==> src/rtl/mips_pkg.sv <==
// Shared MIPS decode definitions: datapath sizes, opcodes, ALUOp encodings and the
// main-control bundle.
package mips_pkg;

  localparam int unsigned DATA_W = 32;
  localparam int unsigned ADDR_W = 5;
  localparam int unsigned NREGS  = 32;

  localparam logic [5:0] OP_RTYPE = 6'h00;
  localparam logic [5:0] OP_LW    = 6'h23;
  localparam logic [5:0] OP_SW    = 6'h2B;
  localparam logic [5:0] OP_BEQ   = 6'h04;
  localparam logic [5:0] OP_ADDI  = 6'h08;
  localparam logic [5:0] OP_ORI   = 6'h0D;
  localparam logic [5:0] OP_J     = 6'h02;

  localparam logic [1:0] ALUOP_ADD   = 2'b00;
  localparam logic [1:0] ALUOP_SUB   = 2'b01;
  localparam logic [1:0] ALUOP_RTYPE = 2'b10;
  localparam logic [1:0] ALUOP_OR    = 2'b11;

  typedef struct packed {
    logic       reg_dst;
    logic       alu_src;
    logic       mem_to_reg;
    logic       reg_write;
    logic       mem_read;
    logic       mem_write;
    logic       branch;
    logic       jump;
    logic [1:0] alu_op;
  } ctrl_t;

endpackage

==> src/rtl/reg_file.sv <==
// Architectural register file: async active-low clear, one write port on the rising
// clock edge, two combinational read ports, $0 hardwired to zero.
module reg_file
  import mips_pkg::*;
#(
  parameter int unsigned DataW = DATA_W,
  parameter int unsigned AddrW = ADDR_W,
  parameter int unsigned NRegs = NREGS
) (
  input  logic             clk_i,
  input  logic             rst_ni,
  input  logic             we_i,
  input  logic [AddrW-1:0] waddr_i,
  input  logic [DataW-1:0] wdata_i,
  input  logic [AddrW-1:0] raddr1_i,
  input  logic [AddrW-1:0] raddr2_i,
  output logic [DataW-1:0] rdata1_o,
  output logic [DataW-1:0] rdata2_o
);

  logic [DataW-1:0] regs_q [NRegs];

  // Entry 0 is only ever cleared, so it always reads zero and writes to it are dropped.
  always_ff @(posedge clk_i or negedge rst_ni) begin
    if (!rst_ni) begin
      for (int i = 0; i < int'(NRegs); i++) begin
        regs_q[i] <= '0;
      end
    end else if (we_i && (waddr_i != '0)) begin
      regs_q[waddr_i] <= wdata_i;
    end
  end

  // No write-to-read bypass: reads see the stored array only.
  assign rdata1_o = regs_q[raddr1_i];
  assign rdata2_o = regs_q[raddr2_i];

endmodule

==> src/rtl/decode_stage.sv <==
// Single-cycle MIPS decode: field split, main control, immediate extension and the
// register file.
module decode_stage
  import mips_pkg::*;
#(
  parameter int unsigned DataW = DATA_W,
  parameter int unsigned NRegs = NREGS,
  parameter int unsigned AddrW = ADDR_W
) (
  input  logic             Clk,
  input  logic             Reset,
  input  logic [31:0]      Inst,
  input  logic             RegWriteIn,
  input  logic [AddrW-1:0] WriteReg,
  input  logic [DataW-1:0] WriteData,
  output logic [DataW-1:0] ReadData1,
  output logic [DataW-1:0] ReadData2,
  output logic [DataW-1:0] ImmExt,
  output logic [4:0]       Rt,
  output logic [4:0]       Rd,
  output logic [4:0]       Shamt,
  output logic [5:0]       Funct,
  output logic [25:0]      JumpTarget,
  output logic             RegDst,
  output logic             ALUSrc,
  output logic             MemToReg,
  output logic             RegWrite,
  output logic             MemRead,
  output logic             MemWrite,
  output logic             Branch,
  output logic             Jump,
  output logic [1:0]       ALUOp,
  output logic             Illegal
);

  logic [5:0] opcode;
  ctrl_t      ctrl;
  logic       illegal;

  assign opcode     = Inst[31:26];
  assign Rt         = Inst[20:16];
  assign Rd         = Inst[15:11];
  assign Shamt      = Inst[10:6];
  assign Funct      = Inst[5:0];
  assign JumpTarget = Inst[25:0];

  reg_file #(
    .DataW(DataW),
    .AddrW(AddrW),
    .NRegs(NRegs)
  ) u_reg_file (
    .clk_i   (Clk),
    .rst_ni  (Reset),
    .we_i    (RegWriteIn),
    .waddr_i (WriteReg),
    .wdata_i (WriteData),
    .raddr1_i(Inst[25:21]),
    .raddr2_i(Inst[20:16]),
    .rdata1_o(ReadData1),
    .rdata2_o(ReadData2)
  );

  always_comb begin
    ctrl    = '0;
    illegal = 1'b0;
    case (opcode)
      OP_RTYPE: begin
        ctrl.reg_dst   = 1'b1;
        ctrl.reg_write = 1'b1;
        ctrl.alu_op    = ALUOP_RTYPE;
      end
      OP_LW: begin
        ctrl.alu_src    = 1'b1;
        ctrl.mem_to_reg = 1'b1;
        ctrl.reg_write  = 1'b1;
        ctrl.mem_read   = 1'b1;
        ctrl.alu_op     = ALUOP_ADD;
      end
      OP_SW: begin
        ctrl.alu_src   = 1'b1;
        ctrl.mem_write = 1'b1;
        ctrl.alu_op    = ALUOP_ADD;
      end
      OP_BEQ: begin
        ctrl.branch = 1'b1;
        ctrl.alu_op = ALUOP_SUB;
      end
      OP_ADDI: begin
        ctrl.alu_src   = 1'b1;
        ctrl.reg_write = 1'b1;
        ctrl.alu_op    = ALUOP_ADD;
      end
      OP_ORI: begin
        ctrl.alu_src   = 1'b1;
        ctrl.reg_write = 1'b1;
        ctrl.alu_op    = ALUOP_OR;
      end
      OP_J:    ctrl.jump = 1'b1;
      default: illegal   = 1'b1;
    endcase
    // Held in reset the instruction behaves as a NOP.
    if (!Reset) begin
      ctrl    = '0;
      illegal = 1'b0;
    end
  end

  assign RegDst   = ctrl.reg_dst;
  assign ALUSrc   = ctrl.alu_src;
  assign MemToReg = ctrl.mem_to_reg;
  assign RegWrite = ctrl.reg_write;
  assign MemRead  = ctrl.mem_read;
  assign MemWrite = ctrl.mem_write;
  assign Branch   = ctrl.branch;
  assign Jump     = ctrl.jump;
  assign ALUOp    = ctrl.alu_op;
  assign Illegal  = illegal;

  assign ImmExt = (opcode == OP_ORI) ? {{(DataW-16){1'b0}}, Inst[15:0]}
                                     : {{(DataW-16){Inst[15]}}, Inst[15:0]};

endmodule
==> config.mk <==
export PLATFORM = sky130hd
export DESIGN_NAME = decode_stage
export DESIGN_NICKNAME = d
export VERILOG_FILES = /design/src/rtl/mips_pkg.sv /design/src/rtl/reg_file.sv /design/src/rtl/decode_stage.sv
export SDC_FILE = /design/constraint.sdc
export NUM_CORES = 2
export LEC_CHECK = 0
export BUFFER_PORTS_ARGS = -buffer_cell sky130_fd_sc_hd__buf_2
export CAP_MARGIN = 20
export CORE_MARGIN = 5
export CORE_UTILIZATION = 55
export DETAILED_ROUTE_END_ITERATION = 7
export PLACE_DENSITY = 0.75
export SETUP_SLACK_MARGIN = 0.3
export SLEW_MARGIN = 5
export SYNTH_ARGS = -nofsm -noshare
export SYNTH_HDL_FRONTEND = slang
export SYNTH_SLANG_ARGS = --single-unit
==> constraint.sdc <==
create_clock -name Clk -period 1.4 [get_ports Clk]
set_input_delay 0 -clock Clk [delete_from_list [all_inputs] [get_ports Clk]]
set_output_delay 0 -clock Clk [all_outputs]
set_load 0.01 [all_outputs]
### Word-level counts from Yosys, hierarchy flattened

Cells that the tools add are included.

| cells by class | value |
|---|---|
| magnitude comparators | 4 |
| eq/ne operators | 6 |
| muxes and demuxes | 21 |
| bitwise gates (word level) | 3 |
| reductions and logical operators | 7 |

Operator list:

| operator | count |
|---|---|
| bitwise mux 1024 bit | 1 |
| binary-select mux 32 bit (select 5 bit) | 2 |
| two-way mux 32 bit | 6 |
| demux 32 bit (select 5 bit) | 1 |
| greater-or-equal comparator 6 bit (second input constant) | 3 |
| inverter 5 -> 6 bit | 3 |
| equality test 6 x 4 -> 1 bit (second input constant) | 2 |
| equality test 6 bit (second input constant) | 2 |
| two-way mux 10 bit | 1 |
| two-way mux 1 bit | 9 |
| OR reduction 4 bit | 2 |
| OR reduction 7 bit | 1 |
| equality test 6 x 2 -> 1 bit (second input constant) | 1 |
| equality test 6 x 3 -> 1 bit (second input constant) | 1 |
| logical NOT 6 bit | 1 |
| < comparator 6 x 1 -> 1 bit (second input constant) | 1 |
| case mux 2 bit (3 select lines) | 1 |
| nonzero test 5 bit | 1 |
| logical AND 1 bit | 2 |

| word-level totals | value |
|---|---|
| flip-flop bits (word level) | 1,024 |
| bits of input ports | 72 |

### Logic depth before layout (Yosys ltp)

| logic depth | value |
|---|---|
| depth after elaboration | 6 |
| depth in mapped cells | 8 |
| depth with buffers taken out | 5 |

### Cells and area by module

From an unflattened synthesis, not the netlist that was laid out.

| second synthesis, totals | value |
|---|---|
| cells, all modules | 4,712 |
| area, all modules | 56,761.9 um^2 |

Modules (own cells, without submodules):

| module | times used | cells an instance | area each (um^2) |
|---|---|---|---|
| reg_file | 1 | 4,601 | 55,942.4 |
| decode_stage | 1 | 111 | 819.5 |

### Least setup slack after synthesis

OpenSTA, ideal clock, no wires.

| timing | value |
|---|---|
| path type | input-to-output |
| start | input port Inst[29] |
| end | output port ImmExt[17] |
| data arrival time | 1.796 ns |
| path slack | -0.396 ns |
| stages | 4 |
| cells stage by stage | clkbuf_1 -> and3_1 -> a21boi_0 -> buf_4 |

| between the ends | value |
|---|---|
| cells in the longest elaborated chain, start to end | 2 |

Ends and longest elaborated chain:

| what | line | RTL |
|---|---|---|
| start: declaration | decode_stage.sv:12 | `input logic [31:0] Inst,` |
| equality test 6 x 4 -> 1 bit | decode_stage.sv:119 | `assign ImmExt = (opcode == OP_ORI) ? {{(DataW-16){1'b0}}, Inst[15:0]}` |
| two-way mux 32 bit | decode_stage.sv:119 |  |
| end: declaration | decode_stage.sv:18 | `output logic [DataW-1:0] ImmExt,` |

No other way between the ends.

### Final worst setup path

| timing | value |
|---|---|
| start | register u_reg_file.regs_q[794] in the netlist's numbering |
| end | output port ReadData1[26] |

| between the ends | value |
|---|---|
| cells in the longest elaborated chain, start to end | 3 |

Ends and longest elaborated chain:

| what | line | RTL |
|---|---|---|
| start: declaration | reg_file.sv:21 | `logic [DataW-1:0] regs_q [NRegs];` |
| start signal: indexed assignment | reg_file.sv:30 | `regs_q[waddr_i] <= wdata_i;` |
| binary-select mux 32 bit (select 5 bit) | reg_file.sv:35 | `assign rdata1_o = regs_q[raddr1_i];` |
| two-way mux 32 bit (not written as such) (2 in a row) | reg_file.sv:35 |  |
| end: declaration | decode_stage.sv:16 | `output logic [DataW-1:0] ReadData1,` |

No other way between the ends. The select of a mux whose other input is x is not followed.

==> results.md <==
- For this run the aggregate overflow at the end of global routing stands at 0.
- The number of vias in the routed layout is 41990.
- The total number of nets in the final design is 5016.
- Summed over all cells, the static leakage comes to 32.17 nW.
- Global routing consumed, over all layers together, 32.00% of the routing resources.
- In this run, the number of DRC markers left after iteration 0 of detailed routing was 4352.
- The number of buffers and inverters on the critical path is 2.
- TritonCTS built the clock tree.
- The count of antenna-violating nets left after detailed routing is 0.
- The number of nets in the synthesized netlist is 4786.
- The first global-routing pass estimated 269500 um of wire.
- The final-report max-slew violation count is 0.
- The tightest min-delay check is of the in2async type.
- The initial core utilization is 55.57%.
- The final reports fail on hold timing, setup timing.
- The flow ran to the end, but the final reports show violations.
- The clock latency at the later pin of the worst-skew pair is 680 ps.
- After floorplanning, the core was sized to cover 102000 um^2.
- The number of flops mapped to enable cells by yosys is 0.
- The initialized floorplan defines 117 standard-cell rows.
- STA puts the critical path data arrival time at 2180 ps.
- The number of hold buffers added after CTS was 33.
- Between clock sinks in the finished design, the worst skew comes to 0 ps.
- The post-route met1 wirelength is 71920 um.
- The worst reg-to-reg setup slack is 330 ps.
- The maximum single-stage delay on the critical path is 400 ps.
- The largest registers in the layout are u_reg_file.regs_q (1024).
- The length of routed met2 wiring is 81600 um.
- Detailed placement finished with a half-perimeter wire length of 113800 um.
- After synthesis, the largest family of logic cells by area is multiplexers.
- The maximum root-to-sink buffer count is 3.
- The total of max-cap violations is 0.
- Sequential elements use 45.19% of the synthesized area.
- Measured against the total synthesized area, the mux share comes to 37.78%.
- The distinct cell type count after synthesis is 37.
- The final critical-path required period is 2181 ps.
- The port buffer count is 165.
- The post-placement worst setup slack is -301.8 ps.
- The vias per cell is 6.558.
- The number of H-tree levels is 3.
- The number of global-route vias before repair is 43190.
- The proportion of netlist area held by the largest area contributor is 45.19%.
- The number of cells on the worst reg-to-reg path is 3.
- For the worst setup path, the data required time is 1400 ps.
- The register with the most flip-flops in the layout has 1024 of them.
- The area of the die is 109600 um^2.
- The post-route worst setup slack is -781.4 ps.
- After detailed routing, the total wire length is 179000 um.
- The cell type with the highest aggregate area in the netlist is sky130_fd_sc_hd__dfrtp_1.
- The fraction of final layout cells sized beyond drive strength 1 is 39.13%.
- The signal on the critical path passes through mux2i_1 -> a22o_1 -> nor3_2 -> a31oi_2 -> buf_4 -> nand3_4 -> buf_6.
- Dividing total power by cell area gives a power density of 1312 nW/um^2.
- The category of the worst setup path launch point is a flop.
- Buffers inserted during clock tree synthesis total 107.
- The register with the most flip-flops in the final layout is u_reg_file.regs_q.
- The basic-gate share of the synthesized area counting and, or, nand and nor cells is 4.488%.
- Static timing analysis puts the maximum clock frequency at 0.4584 GHz.
- The post-synthesis average cell area is 12.03 um^2.
- The worst pin sits at a relative slew slack of 45.10%.
- The worst setup path is captured at a primary output.
- Of the total synthesized cell area, the portion taken by XOR and XNOR cells is 0.01545%.
- The largest delay contributor family on the critical path is compound AO/OA/AOI/OAI gates.
- For this run, asynchronously set or reset flops after synthesis account for 100.0%.
- The transition time at the pin with the least slew margin is 823.5 ps.
- The last weighted congestion value of the routability-driven placer is 0.8813.
- The critical path is of the reg2out type.
- The total of endpoints with negative setup slack in the final report is 64.
- Entering global routing, the biggest net connects 127 pins.
- On the critical path, the stage with the largest delay is an instance of sky130_fd_sc_hd__dfrtp_1.
- The amount of wire on met3 after detailed routing is 15760 um.
- In the synthesized netlist the dominant register cell turns out to be sky130_fd_sc_hd__dfrtp_1.
- During synthesis, Yosys emitted a total of 0 warnings.
- The number of antenna violations at the first check in global routing was 5.
- After technology mapping, the gate count stands at 4714.
- The number of remaining DRC errors is 0.
- The synthesis-to-finish area growth is 19.17%.
- After layout, the worst path uses 155.8% of the clock period.
- The top routing layer in use is met4.
- The clock tree root buffer cell is sky130_fd_sc_hd__clkbuf_16.
- The total count of hold-check failures in the final report was 92.
- The worst voltage drop across the vdd grid is 1089 uV.
- In this run the critical register-to-register path is launched from u_reg_file.regs_q[846]$_DFFE_PN0P_.
- After clock tree synthesis, the clock-pin slew on the worst setup and hold paths is 60 ps.
- The die is 331.1 um tall.
- The count of pins on the block boundary is 226.
- The maximum fanout count along the critical path is 2.
- The average wire per standard cell is 27.96 um.
- The compound-gate portion of the synthesized area is 7.045%.
- The die width is 331.1 um.
- The synthesized netlist occupies a cell area of 56700 um^2.
- By area the synthesized netlist is led by sky130_fd_sc_hd__dfrtp_1 45%, sky130_fd_sc_hd__mux2_2 19%, sky130_fd_sc_hd__mux2i_1 18%, sky130_fd_sc_hd__a22oi_1 2.5%, sky130_fd_sc_hd__a22o_1 2.0%.
- The first detailed-routing pass took 8 iterations.
- The endpoint of the worst register-to-register path is u_reg_file.regs_q[846]$_DFFE_PN0P_.
- The clock net in this run drives a total of 1024 sinks.
- Setup repair after global routing could not meet its margin everywhere.
- The synthesized netlist devotes 0% of its cell area to adder and majority cells.
- The final-layout worst hold slack is -113.7 ps.
- Counting flops and latches in the post-synthesis netlist gives 1024.
-- per-layer routing --
layer / global-route usage [%] / up-vias
li1: - / 17720
met1: 43.08 / 21480
met2: 50.22 / 2216
met3: 6.088 / 569
met4: 15.53 / 0
met5: 0 / -
-- stage by stage --
| step | util [%] | cell area [um^2] | cells | power (mW) | setup TNS, ps |
|---|---|---|---|---|---|
| 5_1_grt | 66.22 | 67570 | 6401 | 92.24 | -44460 |
| 6_report | 66.23 | 67570 | 6402 | 88.64 | -40520 |
| 3_5_place_dp | 61.11 | 62350 | 6152 | 57.88 | -78290 |
| 2_1_floorplan | - | 57230 | 4714 | 51.68 | 0 |
| 4_1_cts | 65.78 | 67110 | 6388 | 88.16 | -42000 |
| 3_3_place_gp | 61.11 | 62350 | 6152 | 56.92 | -61460 |
-- worst reg2reg max path, delay by kind of cell, from the launching register on --
kind	cells	cell delay, ps
flops	1	420
buf+inv	2	280
mux	1	260
-- logic make-up (layout without fill, tap and decap cells) --
| kind of cell | count (synthesis) | after routing |
|---|---|---|
| multiplexers | 2016 | 2016 |
| flip-flops | 1024 | 1024 |
| AO/OA/AOI/OAI | 586 | 586 |
| buffers and inverters | 557 | 873 |
| AND/OR/NAND/NOR | 530 | 530 |
| XOR/XNOR | 1 | 1 |
| other | 0 | 4 |
-- worst max-delay path by stage --
| stage | startpoint | end | slack [ps] | cells after the start |
|---|---|---|---|---|
| after floorplan | WriteReg[2] | u_reg_file.regs_q[161]$_DFFE_PN0P_ | 180 | 4 |
| after global placement | Inst[16] | ReadData2[1] | -380 | 10 |
| after detailed placement | Inst[16] | ReadData2[1] | -300 | 10 |
| after CTS | u_reg_file.regs_q[931]$_DFFE_PN0P_ | ReadData1[3] | -790 | 6 |
| after global routing | u_reg_file.regs_q[826]$_DFFE_PN0P_ | ReadData1[26] | -820 | 7 |
| final | u_reg_file.regs_q[794]$_DFFE_PN0P_ | ReadData1[26] | -780 | 7 |
-- Yosys cell counts, types with 64 or more instances --
cell,n
sky130_fd_sc_hd__clkbuf_1,224
sky130_fd_sc_hd__nand2_1,210
sky130_fd_sc_hd__nor3_1,68
sky130_fd_sc_hd__a31oi_1,64
sky130_fd_sc_hd__buf_4,136
sky130_fd_sc_hd__a21oi_1,194
sky130_fd_sc_hd__a22o_1,128
sky130_fd_sc_hd__nand3_1,196
sky130_fd_sc_hd__a22oi_1,192
sky130_fd_sc_hd__mux2_2,955
sky130_fd_sc_hd__mux2i_1,1024
sky130_fd_sc_hd__dfrtp_1,1024
sky130_fd_sc_hd__buf_2,125
-- placed cells by master (no fill, tap or decap), types with 109 or more instances in the layout --
cell type / instances
sky130_fd_sc_hd__dfrtp_1: 1024
sky130_fd_sc_hd__buf_2: 125
sky130_fd_sc_hd__buf_12: 188
sky130_fd_sc_hd__mux2i_1: 1019
sky130_fd_sc_hd__clkbuf_16: 109
sky130_fd_sc_hd__buf_4: 283
sky130_fd_sc_hd__mux2_2: 892
sky130_fd_sc_hd__nand2_1: 193
sky130_fd_sc_hd__a22o_1: 128
sky130_fd_sc_hd__a21oi_1: 194
sky130_fd_sc_hd__a22oi_1: 192
sky130_fd_sc_hd__nand3_1: 158
-- area by class of cell --
type	instances	area [um^2]
clock buffer	146	3107
fill	7340	34460
sequential	1024	25620
timing repair buffer	675	7368
inverter	3	11.26
clock inverter	49	556.8
tap	1368	1712
antenna	4	10.01
multi-input combinational	3133	29180
-- report_power, final --
| part | internal (mW) | leakage, nW | total (mW) | switching (mW) |
|---|---|---|---|---|
| clock network | 17.4 | 1.82 | 29.7 | 12.4 |
| logic | 10.3 | 17.2 | 19.1 | 8.77 |
| registers | 35.2 | 13.1 | 39.8 | 4.60 |
| total | 62.9 | 32.2 | 88.6 | 25.8 |
-- what timing repair did --
item                                     CTS  global route
setup buffers                              8            10
pin swaps                                 75           100
gates cloned                               0             0
resized for setup                        124            73
hold endpoints to repair                1986            84
endpoints found under the setup margin    64          1005
Note: power is estimated with default switching activity, not from simulation.
